File: config.mk
export PLATFORM = sky130hd
export DESIGN_NAME = tff_bank
export DESIGN_NICKNAME = d
export VERILOG_FILES = /design/src/rtl/tff_bank.sv
export SDC_FILE = /design/constraint.sdc
export NUM_CORES = 1
export LEC_CHECK = 0
export CORE_MARGIN = 2
export CORE_UTILIZATION = 50
export DETAILED_ROUTE_END_ITERATION = 12
export DONT_BUFFER_PORTS = 1
export PLACE_DENSITY_LB_ADDON = 0.12
export SLEW_MARGIN = 20
export SYNTH_ARGS = -nofsm -noshare
export SYNTH_HDL_FRONTEND = slang
export SYNTH_SLANG_ARGS = --single-unit
File: constraint.sdc
create_clock -name clk -period 1.74 [get_ports clk]
set_input_delay 0.261 -clock clk [delete_from_list [all_inputs] [get_ports clk]]
set_output_delay 0.261 -clock clk [all_outputs]
set_load 0.03 [all_outputs]
File: src/rtl/tff_bank.sv
// Bank of WIDTH T flip-flops with hold/toggle/load/synchronous-count modes.
// Optional toggle activity counter is built only when TFF_BANK_TOGGLE_CNT_EN is defined.
module tff_bank #(
  parameter int unsigned       WIDTH   = 8,
  parameter int unsigned       CNT_W   = 16,
  parameter logic [WIDTH-1:0]  RST_VAL = {WIDTH{1'b0}}
) (
  input  logic             clk,
  input  logic             rst,
  input  logic             en,
  input  logic [1:0]       mode,
  input  logic [WIDTH-1:0] t,
  input  logic [WIDTH-1:0] d,
  output logic [WIDTH-1:0] q,
  output logic [WIDTH-1:0] qb,
  output logic             wrap,
  output logic [CNT_W-1:0] toggle_cnt
);

  localparam logic [1:0] MODE_HOLD   = 2'b00;
  localparam logic [1:0] MODE_TOGGLE = 2'b01;
  localparam logic [1:0] MODE_LOAD   = 2'b10;
  localparam logic [1:0] MODE_COUNT  = 2'b11;

  logic [WIDTH-1:0] q_r;
  logic [WIDTH-1:0] q_next_s;
  logic             wrap_r;
  logic             wrap_next_s;
  logic [WIDTH-1:0] cnt_tmask_s;

  // Counting as a T chain: bit i flips only when every lower bit is already one.
  assign cnt_tmask_s[0] = 1'b1;
  for (genvar i = 1; i < WIDTH; i++) begin : g_tchain
    assign cnt_tmask_s[i] = &q_r[i-1:0];
  end

  // Next-state and wrap decode for all modes.
  always_comb begin
    q_next_s    = q_r;
    wrap_next_s = 1'b0;
    if (en) begin
      case (mode)
        MODE_HOLD:   q_next_s = q_r;
        MODE_TOGGLE: q_next_s = q_r ^ t;
        MODE_LOAD:   q_next_s = d;
        MODE_COUNT: begin
          if (t[0]) begin
            q_next_s    = q_r ^ cnt_tmask_s;
            wrap_next_s = &q_r;
          end else begin
            q_next_s    = q_r;
          end
        end
        default:     q_next_s = q_r;
      endcase
    end else begin
      q_next_s = q_r;
    end
  end

  // State register; reset overrides enable and mode.
  always_ff @(posedge clk) begin
    if (rst) begin
      q_r    <= RST_VAL;
      wrap_r <= 1'b0;
    end else begin
      q_r    <= q_next_s;
      wrap_r <= wrap_next_s;
    end
  end

  assign q    = q_r;
  assign qb   = ~q_r;
  assign wrap = wrap_r;

`ifdef TFF_BANK_TOGGLE_CNT_EN
  logic [CNT_W-1:0] toggle_cnt_r;

  // Saturating count of edges where q actually changes.
  always_ff @(posedge clk) begin
    if (rst) begin
      toggle_cnt_r <= {CNT_W{1'b0}};
    end else if ((q_next_s != q_r) && (toggle_cnt_r != {CNT_W{1'b1}})) begin
      toggle_cnt_r <= toggle_cnt_r + {{(CNT_W-1){1'b0}}, 1'b1};
    end else begin
      toggle_cnt_r <= toggle_cnt_r;
    end
  end

  assign toggle_cnt = toggle_cnt_r;
`else
  assign toggle_cnt = {CNT_W{1'b0}};
`endif

endmodule

==> flow_summary_export.csv <==
group,metric,value,unit
status,status,"completed",
floorplanning,dieArea,2001,um2
cells_and_area,fill_cells,153,
logic_synthesis,avgSynthCellArea,7.541,um2
cells_and_area,final_nets,141,
sta,fmax,604.7,MHz
clocking,clockBufferDepth,2,
route,ant_nets,0,
route,drtIter0Drc,21,
worst_setup_path,worstSetupEndpointType,"flop",
cells_and_area,drive_gt1_share,19.83,%
cells_and_area,n_antenna_cell,0,
sta,fin_crit,1.654,ns
logic_synthesis,synth.cell_area,829.5,um2
clocking,cts_inserted_buffers,3,
sta,grt_setup_unrepaired,"no",
place,dp.final_hpwl,1291,um
sta,maxSlewViolCount,0,
worst_setup_path,max_stage_delay,0.32,ns
floorplanning,rows,14,
power,leakagePower,0.3617,nW
floorplanning,initial_core_util,54.43,%
logic_synthesis,synth_cell_type_count,33,
place,gp_congestion,0.7829,
logic_synthesis,ys_ff_latch,9,
clocking,clk-insertion-delay-late,0.26,ns
route,routed-via-count,714,
grt,grt_max_degree,19,
floorplanning,die_x,44.73,um
floorplanning,core-area,1524,um2
route,dr.pass1.iters,4,
power,power,0.0005885,W
floorplanning,ios,54,
worst_setup_path,path_common_cell,"ha_1",
sta,hold_viol,0,
cells_and_area,area_delta_synth_final,1.810,%
worst_setup_path,cp_top_family,"adder cells",
clocking,clock_sinks,9,
worst_setup_path,slowest_stage,"dfxtp_2",
grt,grt_pass1_wl,2628,um
route,viasPerCell,5.409,
logic_synthesis,ys_warn_count,0,
logic_synthesis,synth-edff-count,0,
clocking,cts-hold-fix-buffers,0,
grt,gr-total-overflow,0,
worst_setup_path,cp.buffers_inverters,1,
place,portBuffers,0,
logic_synthesis,synthCells,110,
grt,antenna_found_initial,0,
power,ir_drop,403.6,uV
cells_and_area,finish.utilization,55.42,%
clocking,cts_tree,"done",
sta,whs,0.05323,ns
worst_setup_path,cp-start-kind,"flop",
job,max_cap_violations,0,
logic_synthesis,yosysTopAreaCell,"dfxtp_1",
route,wl,1638,um
grt,grt_use_met3,7.200,%
route,routedWlPerCell,12.41,um
logic_synthesis,yosysTopAreaCellShare,21.72,%
grt,grt_pass1_vias,626,
worst_setup_path,arrival,1.80,ns
worst_setup_path,worstSetupPathType,"flop to flop",
sta,fin_tns_setup,0,ns
logic_synthesis,synth_flop_cell,"dfxtp_1",
route,remaining_drc_errors,0,
clocking,postCtsSetupBuffers,0,
sta,finalClockSkew,0.005537,ns
sta,setup_viol,0,
clocking,clockRootBuffer,"clkbuf_4",
worst_hold_path,hold_path_class,"primary input to flop",
grt,grt_use_met1,22.22,%
clocking,htreeDepth,1,
floorplanning,dieHeight,44.73,um
worst_setup_path,r2r_setup_slack,0.09,ns
grt,track_usage,17.50,%
grt,grt.busiest_layer,"met2",
power,powerDensity,696.9,nW/um2
worst_setup_path,path_max_fanout,3,
worst_setup_path,crit_required,1.88,ns
clocking,cts.clk_slew.worst_paths,0.06,ns
worst_setup_path,worstPathCellList,"ha_1 > nand3_2 > inv_1 > ha_1 > mux2_2 > a22oi_2 > or2_2 > a21oi_1",
logic_synthesis,seq_area_frac_synth,21.72,%
grt,grt_use_met2,29.57,%
logic_synthesis,synth.area.top_cells,"dfxtp_1 (22%), buf_4 (14%), ha_1 (4.5%), inv_1 (4.5%), o21ai_0 (4.2%)",
logic_synthesis,async_reset_ff_share,0,%
sta,fin_crit_sh,95.04,%
-- power by group --
group	total (W)	switching, W	internal (W)
sequential	0.000230	0.0000121	0.000218
clock	0.000162	0.0000740	0.0000884
combinational	0.000196	0.000136	0.0000602
total	0.000589	0.000222	0.000367
-- synthesized netlist by cell type, types with 3 or more instances --
master	count
or2_2	3
buf_4	16
nor2_1	9
a22oi_1	3
nand2_1	5
buf_6	3
o21ai_0	7
dfxtp_1	9
ha_1	3
mux2_2	3
nand3_1	4
inv_1	10
a21oi_1	6
-- layout by cell type (no fill, tap or decap), drive strengths merged, types with 2 or more instances in the layout --
cell type	instances
nand2b	2
nand2	5
ha	3
a21oi	6
a22oi	3
a31oi	2
mux2i	2
nor2	9
o21ai	8
nor2b	2
nand3	4
or2	3
or3	2
a21o	2
dfxtp	9
inv	10
clkbuf	4
conb	16
buf	9
nor4	2
mux2	3
xnor2	2
o32ai	2
-- per-stage QoR --
stage | instance area, um2 | cells | setup slack (ns)
6_report | 844.6 | 132 | 0.08633
5_1_grt | 844.6 | 132 | 0.004468
4_1_cts | 834.6 | 132 | 0.03264
3_5_place_dp | 808.3 | 128 | 0.04451
3_3_place_gp | 808.3 | 128 | 0.1116
2_1_floorplan | 888.4 | 125 | 0.006257
-- per-layer routing --
metal / part of all wire [%] / vias to the layer above / wire [um]
met5: 0 / - / 0
met2: 44 / 41 / 720
met3: 12 / 0 / 193
li1: - / 358 / -
met4: 0 / 0 / 0
met1: 44 / 315 / 724
-- sequential cells by signal, summed over array words and instances, names as in the netlist --
| name | count |
|---|---|
| wrap | 1 |
| q | 8 |
-- kinds of logic (layout without fill, tap and decap cells) --
family                     after synthesis  count (layout)  share of synthesized area [%]
buffers and inverters                   32              23                          24.74
AOI/OAI and AO/OA                       27              27                          20.51
other                                    1              16                         0.4521
and+or+nand+nor                         31              31                          19.46
DFF                                      9               9                          21.72
xor gates and xnor gates                 2               2                          2.112
adders and majority gates                3               3                          4.525
muxes                                    5               5                          6.485
-- layout make-up --
cell class	instances	area, um2	share of cell area (%)
multi-input cells	84	510.5	60.44
flip-flops and latches	9	182.7	21.63
repair buffers	9	67.56	8.000
inverters	10	37.54	4.444
clock buffers	4	26.28	3.111
well taps	16	20.02	2.370
-- final timing paths --
check	startpoint	endpoint	depth (start not counted)
max	q[0]	q[4]	8
min	rst	q[1]	1
max reg2reg	q[0]	q[4]	8
min reg2reg	q[7]	wrap	2
-- worst register-to-register path, stage by stage (launching register included) --
cell and delay [ns]:
dfxtp_2 0.32, ha_1 0.22, nand3_2 0.10, inv_1 0.07, ha_1 0.27, mux2_2 0.27
a22oi_2 0.11, or2_2 0.13, a21oi_1 0.05
-- repair_timing --
| item | in CTS | in global routing |
|---|---|---|
| endpoints found under the setup margin | 0 | 1 |
| gates resized for setup | 0 | 2 |
| endpoints found under the hold margin | 0 | 0 |
Power figures use the tool's default switching activity.
